**src/rtl/pll_rst_seq_pkg.sv**
```systemverilog
// ---------------------------------------------------------------------------
// pll_rst_seq_pkg
// Shared definitions for the PLL reset sequencer: the FSM state encoding,
// the default cycle constants and a saturating 8-bit increment used by the
// status counters.
// ---------------------------------------------------------------------------
package pll_rst_seq_pkg;

    typedef enum logic [1:0] {
        PLL_RST   = 2'd0,
        WAIT_LOCK = 2'd1,
        HOLD      = 2'd2,
        RUN       = 2'd3
    } state_e;

    localparam int DEF_PLL_RST_CYCLES      = 16;
    localparam int DEF_LOCK_STABLE_CYCLES  = 1024;
    localparam int DEF_HOLD_CYCLES         = 64;
    localparam int DEF_LOCK_TIMEOUT_CYCLES = 1000000;
    localparam int DEF_CNT_W               = 20;

    // Status counters stick at all-ones instead of wrapping.
    function automatic logic [7:0] sat_inc8(input logic [7:0] v);
        return (v == 8'hFF) ? v : v + 8'd1;
    endfunction

endpackage

```
**src/rtl/pll_reset_sequencer_sync_2ff.sv**
```systemverilog
// ---------------------------------------------------------------------------
// sync_2ff
// Generic two-flop synchroniser for signals asynchronous to clk.
// Both stages clear to 0 under the asynchronous active-high reset.
// Ports:
//   clk    : destination clock
//   rst    : asynchronous active-high reset
//   i_d    : asynchronous input
//   o_q    : synchronised output (2 clk of latency)
// ---------------------------------------------------------------------------
module sync_2ff #(
    parameter int WIDTH = 1
) (
    input  logic             clk,
    input  logic             rst,
    input  logic [WIDTH-1:0] i_d,
    output logic [WIDTH-1:0] o_q
);

    logic [WIDTH-1:0] r_meta;
    logic [WIDTH-1:0] r_sync;

    always_ff @(posedge clk or posedge rst) begin
        if (rst) begin
            r_meta <= '0;
            r_sync <= '0;
        end else begin
            r_meta <= i_d;
            r_sync <= r_meta;
        end
    end

    assign o_q = r_sync;

endmodule

```
**src/rtl/pll_reset_sequencer.sv**
```systemverilog
// ---------------------------------------------------------------------------
// pll_reset_sequencer
// Drives the PLL reset from the free-running reference clock and produces a
// debounced, held system reset once the PLL lock has been stable long enough.
//
// Optional feature (macro PLL_RST_SEQ_LOCK_TIMEOUT_EN): while waiting for
// lock, a timeout counter re-kicks the PLL with a fresh pll_rst pulse and
// counts the retries in retry_cnt. Without the macro, WAIT_LOCK waits forever
// and retry_cnt is tied to 0.
//
// Ports:
//   clk           : 50 MHz free-running reference clock
//   rst           : asynchronous active-high reset
//   locked        : PLL lock, asynchronous to clk
//   pll_rst       : active-high reset to the PLL
//   sys_rst       : active-high reset for logic on the PLL output clock
//   ready         : high while in RUN
//   lock_lost_cnt : saturating count of lock losses seen in RUN
//   retry_cnt     : saturating count of timeout-driven PLL re-kicks
// ---------------------------------------------------------------------------
module pll_reset_sequencer
    import pll_rst_seq_pkg::*;
#(
    parameter int PLL_RST_CYCLES      = DEF_PLL_RST_CYCLES,
    parameter int LOCK_STABLE_CYCLES  = DEF_LOCK_STABLE_CYCLES,
    parameter int HOLD_CYCLES         = DEF_HOLD_CYCLES,
    parameter int LOCK_TIMEOUT_CYCLES = DEF_LOCK_TIMEOUT_CYCLES,
    parameter int CNT_W               = DEF_CNT_W
) (
    input  logic       clk,
    input  logic       rst,
    input  logic       locked,
    output logic       pll_rst,
    output logic       sys_rst,
    output logic       ready,
    output logic [7:0] lock_lost_cnt,
    output logic [7:0] retry_cnt
);

    // Counters must never reach a value they cannot represent.
    if ((PLL_RST_CYCLES < 1) || (LOCK_STABLE_CYCLES < 1) || (HOLD_CYCLES < 1) ||
        (LOCK_TIMEOUT_CYCLES < 1) ||
        (longint'(PLL_RST_CYCLES)      >= (longint'(1) << CNT_W)) ||
        (longint'(LOCK_STABLE_CYCLES)  >= (longint'(1) << CNT_W)) ||
        (longint'(HOLD_CYCLES)         >= (longint'(1) << CNT_W)) ||
        (longint'(LOCK_TIMEOUT_CYCLES) >= (longint'(1) << CNT_W))) begin : g_cfg_invalid
        $error("pll_reset_sequencer: cycle parameter out of range for CNT_W");
    end

    localparam logic [CNT_W-1:0] C_PLL_LAST  = CNT_W'(PLL_RST_CYCLES - 1);
    localparam logic [CNT_W-1:0] C_LOCK_LAST = CNT_W'(LOCK_STABLE_CYCLES - 1);
    localparam logic [CNT_W-1:0] C_HOLD_LAST = CNT_W'(HOLD_CYCLES - 1);
    localparam logic [CNT_W-1:0] C_ONE       = CNT_W'(1);

    state_e           r_state;
    state_e           w_state_nxt;
    logic [CNT_W-1:0] r_cnt;
    logic [CNT_W-1:0] w_cnt_nxt;
    logic [7:0]       r_lock_lost_cnt;
    logic [7:0]       w_lock_lost_nxt;
    logic             r_pll_rst;
    logic             r_sys_rst;
    logic             r_ready;
    logic             w_pll_rst_d;
    logic             w_sys_rst_d;
    logic             w_ready_d;
    logic             w_locked_s;
`ifdef PLL_RST_SEQ_LOCK_TIMEOUT_EN
    localparam logic [CNT_W-1:0] C_TMO_LAST = CNT_W'(LOCK_TIMEOUT_CYCLES - 1);
    logic [CNT_W-1:0] r_tmo;
    logic [CNT_W-1:0] w_tmo_nxt;
    logic [7:0]       r_retry_cnt;
    logic [7:0]       w_retry_nxt;
`endif

    sync_2ff #(.WIDTH(1)) u_lock_sync (
        .clk (clk),
        .rst (rst),
        .i_d (locked),
        .o_q (w_locked_s)
    );

    // State register, counters and registered outputs.
    always_ff @(posedge clk or posedge rst) begin
        if (rst) begin
            r_state         <= PLL_RST;
            r_cnt           <= '0;
            r_lock_lost_cnt <= '0;
            r_pll_rst       <= 1'b1;
            r_sys_rst       <= 1'b1;
            r_ready         <= 1'b0;
`ifdef PLL_RST_SEQ_LOCK_TIMEOUT_EN
            r_tmo           <= '0;
            r_retry_cnt     <= '0;
`endif
        end else begin
            r_state         <= w_state_nxt;
            r_cnt           <= w_cnt_nxt;
            r_lock_lost_cnt <= w_lock_lost_nxt;
            r_pll_rst       <= w_pll_rst_d;
            r_sys_rst       <= w_sys_rst_d;
            r_ready         <= w_ready_d;
`ifdef PLL_RST_SEQ_LOCK_TIMEOUT_EN
            r_tmo           <= w_tmo_nxt;
            r_retry_cnt     <= w_retry_nxt;
`endif
        end
    end

    // Next-state and counter logic. The shared counter is cleared on every
    // state change so each state starts counting from 0.
    always_comb begin
        w_state_nxt     = r_state;
        w_cnt_nxt       = r_cnt;
        w_lock_lost_nxt = r_lock_lost_cnt;
`ifdef PLL_RST_SEQ_LOCK_TIMEOUT_EN
        w_tmo_nxt       = '0;
        w_retry_nxt     = r_retry_cnt;
`endif
        case (r_state)
            PLL_RST: begin
                if (r_cnt == C_PLL_LAST) begin
                    w_state_nxt = WAIT_LOCK;
                    w_cnt_nxt   = '0;
                end else begin
                    w_cnt_nxt   = r_cnt + C_ONE;
                end
            end
            WAIT_LOCK: begin
                if (!w_locked_s) begin
                    w_cnt_nxt   = '0;
                end else if (r_cnt == C_LOCK_LAST) begin
                    w_state_nxt = HOLD;
                    w_cnt_nxt   = '0;
                end else begin
                    w_cnt_nxt   = r_cnt + C_ONE;
                end
`ifdef PLL_RST_SEQ_LOCK_TIMEOUT_EN
                // A stable-count completion this cycle beats the timeout.
                if (w_state_nxt == WAIT_LOCK) begin
                    if (r_tmo == C_TMO_LAST) begin
                        w_state_nxt = PLL_RST;
                        w_cnt_nxt   = '0;
                        w_retry_nxt = sat_inc8(r_retry_cnt);
                    end else begin
                        w_tmo_nxt   = r_tmo + C_ONE;
                    end
                end
`endif
            end
            HOLD: begin
                // A lock drop beats hold completion on the same cycle.
                if (!w_locked_s) begin
                    w_state_nxt = WAIT_LOCK;
                    w_cnt_nxt   = '0;
                end else if (r_cnt == C_HOLD_LAST) begin
                    w_state_nxt = RUN;
                    w_cnt_nxt   = '0;
                end else begin
                    w_cnt_nxt   = r_cnt + C_ONE;
                end
            end
            RUN: begin
                if (!w_locked_s) begin
                    w_state_nxt     = WAIT_LOCK;
                    w_cnt_nxt       = '0;
                    w_lock_lost_nxt = sat_inc8(r_lock_lost_cnt);
                end
            end
            default: begin
                w_state_nxt = PLL_RST;
                w_cnt_nxt   = '0;
            end
        endcase
    end

    // Output decode from the next state, so the registered outputs line up
    // with the state register.
    always_comb begin
        w_pll_rst_d = (w_state_nxt == PLL_RST);
        w_sys_rst_d = (w_state_nxt != RUN);
        w_ready_d   = (w_state_nxt == RUN);
    end

    assign pll_rst       = r_pll_rst;
    assign sys_rst       = r_sys_rst;
    assign ready         = r_ready;
    assign lock_lost_cnt = r_lock_lost_cnt;
`ifdef PLL_RST_SEQ_LOCK_TIMEOUT_EN
    assign retry_cnt     = r_retry_cnt;
`else
    assign retry_cnt     = 8'd0;
`endif

endmodule
```
**config.mk**
```make
export PLATFORM = sky130hd
export DESIGN_NAME = pll_reset_sequencer
export DESIGN_NICKNAME = d
export VERILOG_FILES = /design/src/rtl/pll_rst_seq_pkg.sv /design/src/rtl/pll_reset_sequencer_sync_2ff.sv /design/src/rtl/pll_reset_sequencer.sv
export SDC_FILE = /design/constraint.sdc
export NUM_CORES = 1
export LEC_CHECK = 0
export BUFFER_PORTS_ARGS = -buffer_cell sky130_fd_sc_hd__buf_2
export CAP_MARGIN = 5
export CORE_MARGIN = 2
export CORE_UTILIZATION = 50
export DETAILED_ROUTE_END_ITERATION = 10
export MAX_ROUTING_LAYER = met4
export PLACE_DENSITY = 0.73
export SETUP_SLACK_MARGIN = 0.5
export SKIP_LAST_GASP = 1
export SLEW_MARGIN = 20
export SYNTH_ARGS = -nofsm -noshare
export SYNTH_HDL_FRONTEND = slang
export SYNTH_SLANG_ARGS = --single-unit
export TNS_END_PERCENT = 1
```
**constraint.sdc**
```tcl
create_clock -name clk -period 2.03 [get_ports clk]
set_clock_uncertainty 0.15 [all_clocks]
set_input_delay 0.1015 -clock clk [delete_from_list [all_inputs] [get_ports clk]]
set_output_delay 0.1015 -clock clk [all_outputs]
set_load 0.01 [all_outputs]
```
# Yosys cells after proc, flatten, opt, wreduce, memory -nomap -nowiden
# Cells that the tools add are included.
# Widths: inputs -> output; s select.
# totals
reg_bits	35
latch_bits	0
ram_bits	0
rom_bits	0
wordCells	39
memories	0
# classes
n_addsub	2
multipliers	0
div	0
n_lt_le_gt_ge	0
n_eq_ne	10
shift	0
mux	14
bitwise	2
reduce_logical	3
# op_table
operator	n
$mux 20	6
$pmux 20 s4	1
$add 20x1->20 const B	1
$eq 20x10->1 const B	1
$eq 20x4->1 const B	1
$eq 20x6->1 const B	1
$mux 2	6
$add 8x1->8 const B	1
$eq 8x8->1 const B	1
$pmux 2 s4	1
$eq 2x2->1 const B	3
$logic_not 2->1	2
$ne 2x2->1 const B	2
$reduce_and 3->1	1
$eq 2x1->1 const B	1
$not 1->1	2

# Depth between registers and ports, before layout
# depth
word_depth	5
mapped_depth	7
mapped_depth_nobuf	6

# By module
# A second synthesis with hierarchy kept.
# hier_totals
hier_cells	168
area_unflattened_um2	1762.9
# modules_own_cells
mod	instances	cells_each	area_each_um2
pll_reset_sequencer	1	165	1709.1
sync_2ff	1	3	53.8

# Least setup slack after synthesis
# No wires, ideal clock.
# synth_path
kind	reg2reg
start	register r_cnt[19]
end	register r_cnt[0]
setup_ns	0.125
arrival_time_ns	1.809
t_required_ns	1.755
path_slack_ns	-0.054
path_stages_with_launch	6
path_buffers	0
synth_period_minus_slack_ns	2.084
cell_sequence	dfrtp_1 or4_4 nor2_1 a41oi_1 or3_1 mux2_2
# synth_via
elab_chain_cells	4
# synth_rtl
element	line	rtl
from (decl)	pll_reset_sequencer.sv:57	logic [CNT_W-1:0] r_cnt;
from (signal assigned)	pll_reset_sequencer.sv:98	r_cnt <= w_cnt_nxt;
$eq 20x6->1 / $eq 20x10->1 (equally long branches)	pll_reset_sequencer.sv:156, pll_reset_sequencer.sv:132	
$mux 20, on equally long branches	pll_reset_sequencer.sv:156, pll_reset_sequencer.sv:132	
$mux 20, on equally long branches	pll_reset_sequencer.sv:153, pll_reset_sequencer.sv:130	
$pmux 20 s4 *	pll_reset_sequencer.sv:120	case (r_state)
# Every way passes the cells marked *; elsewhere a longest branch is shown, timed or not.
# A chain may end at the register's enable or synchronous reset.

# Final worst setup path
# layout_path
start	register r_cnt[18]
end	register r_cnt[0]
# Same word-level chain as after synthesis.

==> flow_metrics.tcl <==
set metrics [dict create \
    synth_top_family_by_area "simple AND/OR/NAND/NOR gates" \
    design_area_um2 2275 \
    syn-cell-area_um2 1753 \
    drt-initial-drc-count 70 \
    nNetsFinal 221 \
    crit_arrival_ps 2210 \
    start_util_pct 52.12 \
    synth_flop_cell "dfrtp_1" \
    preCtsSetupSlack_ps -158.9 \
    wl_um 3780 \
    grtUsageMet3_pct 6.964 \
    switching_share_pct 20.90 \
    worst_slack_ps -75.44 \
    maxCapViolations 0 \
    clk_pin_slew_ps 110 \
    grt.met2_usage_pct 34.84 \
    cts_tree "done" \
    critPathKind "flop to flop" \
    busiest_layer "met2" \
    ioPinCount 22 \
    worst_pin_slew_ps 618.1 \
    cts_max_path_buffers 2 \
    die_h_um 63.21 \
    synth_seq_cells 35 \
    cts_root_buffer "clkbuf_4" \
    antenna_left 0 \
    layout-drive-gt1-share_pct 32.72 \
    synth_mux_area_share_pct 1.285 \
    synth_edf_count 0 \
    r2r_start "r_cnt[18]$_DFFE_PP0P_" \
    syn2layout_area_growth_pct 29.76 \
    synth_xor_area_share_pct 11.49 \
    synth_compound_area_share_pct 4.354 \
    dr_total_vias 1413 \
    fin_cells 263 \
    grt_pass1_vias 1453 \
    insertion_delay_ps 360 \
    io_buffers 13 \
    slew_headroom_pct 58.75 \
    grt_overflow 0 \
    vias_per_cell 5.373 \
    leakage_nw 1.051 \
    yosysWarnings 0 \
    drc_errors 0 \
    n_fill_cell 285 \
    reg2reg_depth 5 \
    start_kind "flop" \
    rsz0062_at_grt "true" \
    crit_fanout 3 \
    std_cell_rows 21 \
    synthSimpleGateAreaFrac_pct 26.20 \
    hold_path_class "input pin to asynchronous set/reset pin" \
    grt_pass1_wl_um 6486 \
    multi_input_area_um2 887.1 \
    finalSetupViolCount 20 \
    cp-startpoint "r_cnt[18]$_DFFE_PP0P_" \
    min_period_over_period_pct 103.7 \
    numCtsBuffers 5 \
    track_usage_pct 21.94 \
    routedWlPerCell_um 14.37 \
    power.internal_mw 1.113 \
    power.share.combinational_pct 4.5 \
    ys_seq_area_share_pct 50.11 \
    p_total_mw 1.407 \
    status "complete, but fails checks" \
    drv_slew 0 \
    avgSynthCellArea_um2 10.50 \
    endpoint_kind "flop" \
    final_hold_viol_count 0 \
    die_w_um 63.21 \
    ys_types 32 \
    peakVddDrop_v 0.0005079 \
    cts_sinks 35 \
    dieArea_um2 3996 \
    dpl.cell_count 249 \
    drtPass1Iterations 4 \
    p_switching_mw 0.2941 \
    final.min_clock_period_ps 2105 \
    htreeDepth 2 \
    synth_fa_ha_area_share_pct 1.428 \
    core_um2 3363 \
    powerDensity_nw_per_um2 618.6 \
    antenna_found_initial 0 \
    dpl.hpwl_um 2690 \
    dpl_cell_area_um2 2057 \
    seqPwrFrac_pct 50.4 \
    grt_max_degree 22 \
    violations "setup timing" \
    async_reset_ff_share_pct 100.0 \
    worst_ep_required_time_ps 2130 \
    seq_area_um2 878.3 \
    gp_congestion 0.9192 \
    clkPwrFrac_pct 45.1 \
    grtUsageMet1_pct 25.64 \
    synthCells 167 \
    antenna_cells 0 \
    fmax_mhz 475.0 \
]
## worst paths after layout
kind                            slack [ps]                   endpoint
worst max-delay path                   -80       r_cnt[0]$_DFFE_PP0P_
worst min-delay path                   200      r_cnt[15]$_DFFE_PP0P_
worst max register to register         -80       r_cnt[0]$_DFFE_PP0P_
worst min register to register         210  u_lock_sync.o_q$_DFF_PP0_
max in group asynchronous              930          sys_rst$_DFF_PP1_
min in group clk                       210  u_lock_sync.o_q$_DFF_PP0_
## registers in the layout, summed over array words and instances, names as in the netlist
signal and flops:
lock_lost_cnt 8, ready 1, u_lock_sync.r_meta 1, pll_rst 1, r_state 2, u_lock_sync.o_q 1
r_cnt 20, sys_rst 1
## area by class of cell
| cell class | count | area share [%] |
|---|---|---|
| Multi-Input combinational cell | 126 | 39.00 |
| Sequential cell | 35 | 38.61 |
| Timing Repair Buffer | 45 | 14.74 |
| Clock inverter | 3 | 2.970 |
| Tap cell | 46 | 2.530 |
| Clock buffer | 5 | 1.650 |
| Inverter | 3 | 0.4950 |
## synthesized netlist by cell type (all sizes together) (3+ instances only)
master	n	area [um2]
a211oi	3	27.52
and3	8	50.05
and4	3	26.28
buf	9	71.32
dfrtp	33	825.8
inv	3	11.26
nand2	8	30.03
nand3	9	45.04
nand4	11	68.82
nor2	22	82.58
nor3	9	45.04
nor4	7	73.82
xnor2	13	113.9
xor2	10	87.58
## per-layer routing
metal / share of wire [%] / up-vias
met3: 3.9 / 8
met1: 44 / 694
met5: 0 / -
met2: 50 / 25
li1: - / 686
met4: 2.1 / 0
## through the flow
stage	hold slack (ps)	utilization, %	TNS, ps
finish	200.8	67.63	-493.8
global route	212.6	67.63	-1714
CTS	210.5	66.33	-207.1
detailed placement	51.37	61.16	-547.3
global placement	43.29	61.16	-73.66
floorplan	-17.07	-	-382.3
## power by group through the flow
stage	combinational, mW	sequential, mW	clock [mW]
6_report	0.0636	0.709	0.634
5_1_grt	0.0714	0.710	0.676
4_1_cts	0.0634	0.709	0.644
3_5_place_dp	0.0586	0.723	0
3_3_place_gp	0.0563	0.722	0
2_1_floorplan	0.0469	0.722	0
## kinds of logic (layout without fill, tap and decap cells)
| kind of cell | Yosys count | in the layout |
|---|---|---|
| compound gates | 9 | 9 |
| buf+inv | 13 | 56 |
| simple gates | 82 | 82 |
| flops | 35 | 35 |
| other cells | 1 | 8 |
| xor+xnor | 23 | 23 |
| fa+ha+maj | 2 | 2 |
| mux | 2 | 2 |
## repair_timing
action | 4_1_cts | 5_1_grt
endpoints found under the setup margin | 33 | 33
resized for setup | 4 | 8
endpoints found under the hold margin | 15 | 0
hold buffers | 2 | 0
pin swaps | 6 | 3
setup buffers | 4 | 0
## critical path, stage by stage, from the launching register on
cell,delay [ps]
dfrtp_1,420
or4_4,560
nor2_4,110
a41oi_2,110
or3_4,390
mux2_2,270
## placed cells by master (no fill, tap or decap), types with 2 or more instances in the layout
cell type and instances:
a21oi_1 2, nor4_1 3, nor4_4 2, nor3_1 8, clkbuf_4 5, bufinv_16 2
and4_1 2, dfstp_2 2, ha_1 2, and3_1 8, buf_12 2, buf_4 28
mux2_2 2, conb_1 8, nand2_1 8, nand4_1 11, dfrtp_1 33, xnor2_1 13
inv_1 3, nor2_1 20, nor2_4 2, nor4_2 2, dlygate4sd3_1 2, buf_2 13
a211oi_4 2, nand3_1 8, xor2_1 10
(Power assumes the default switching activity.)
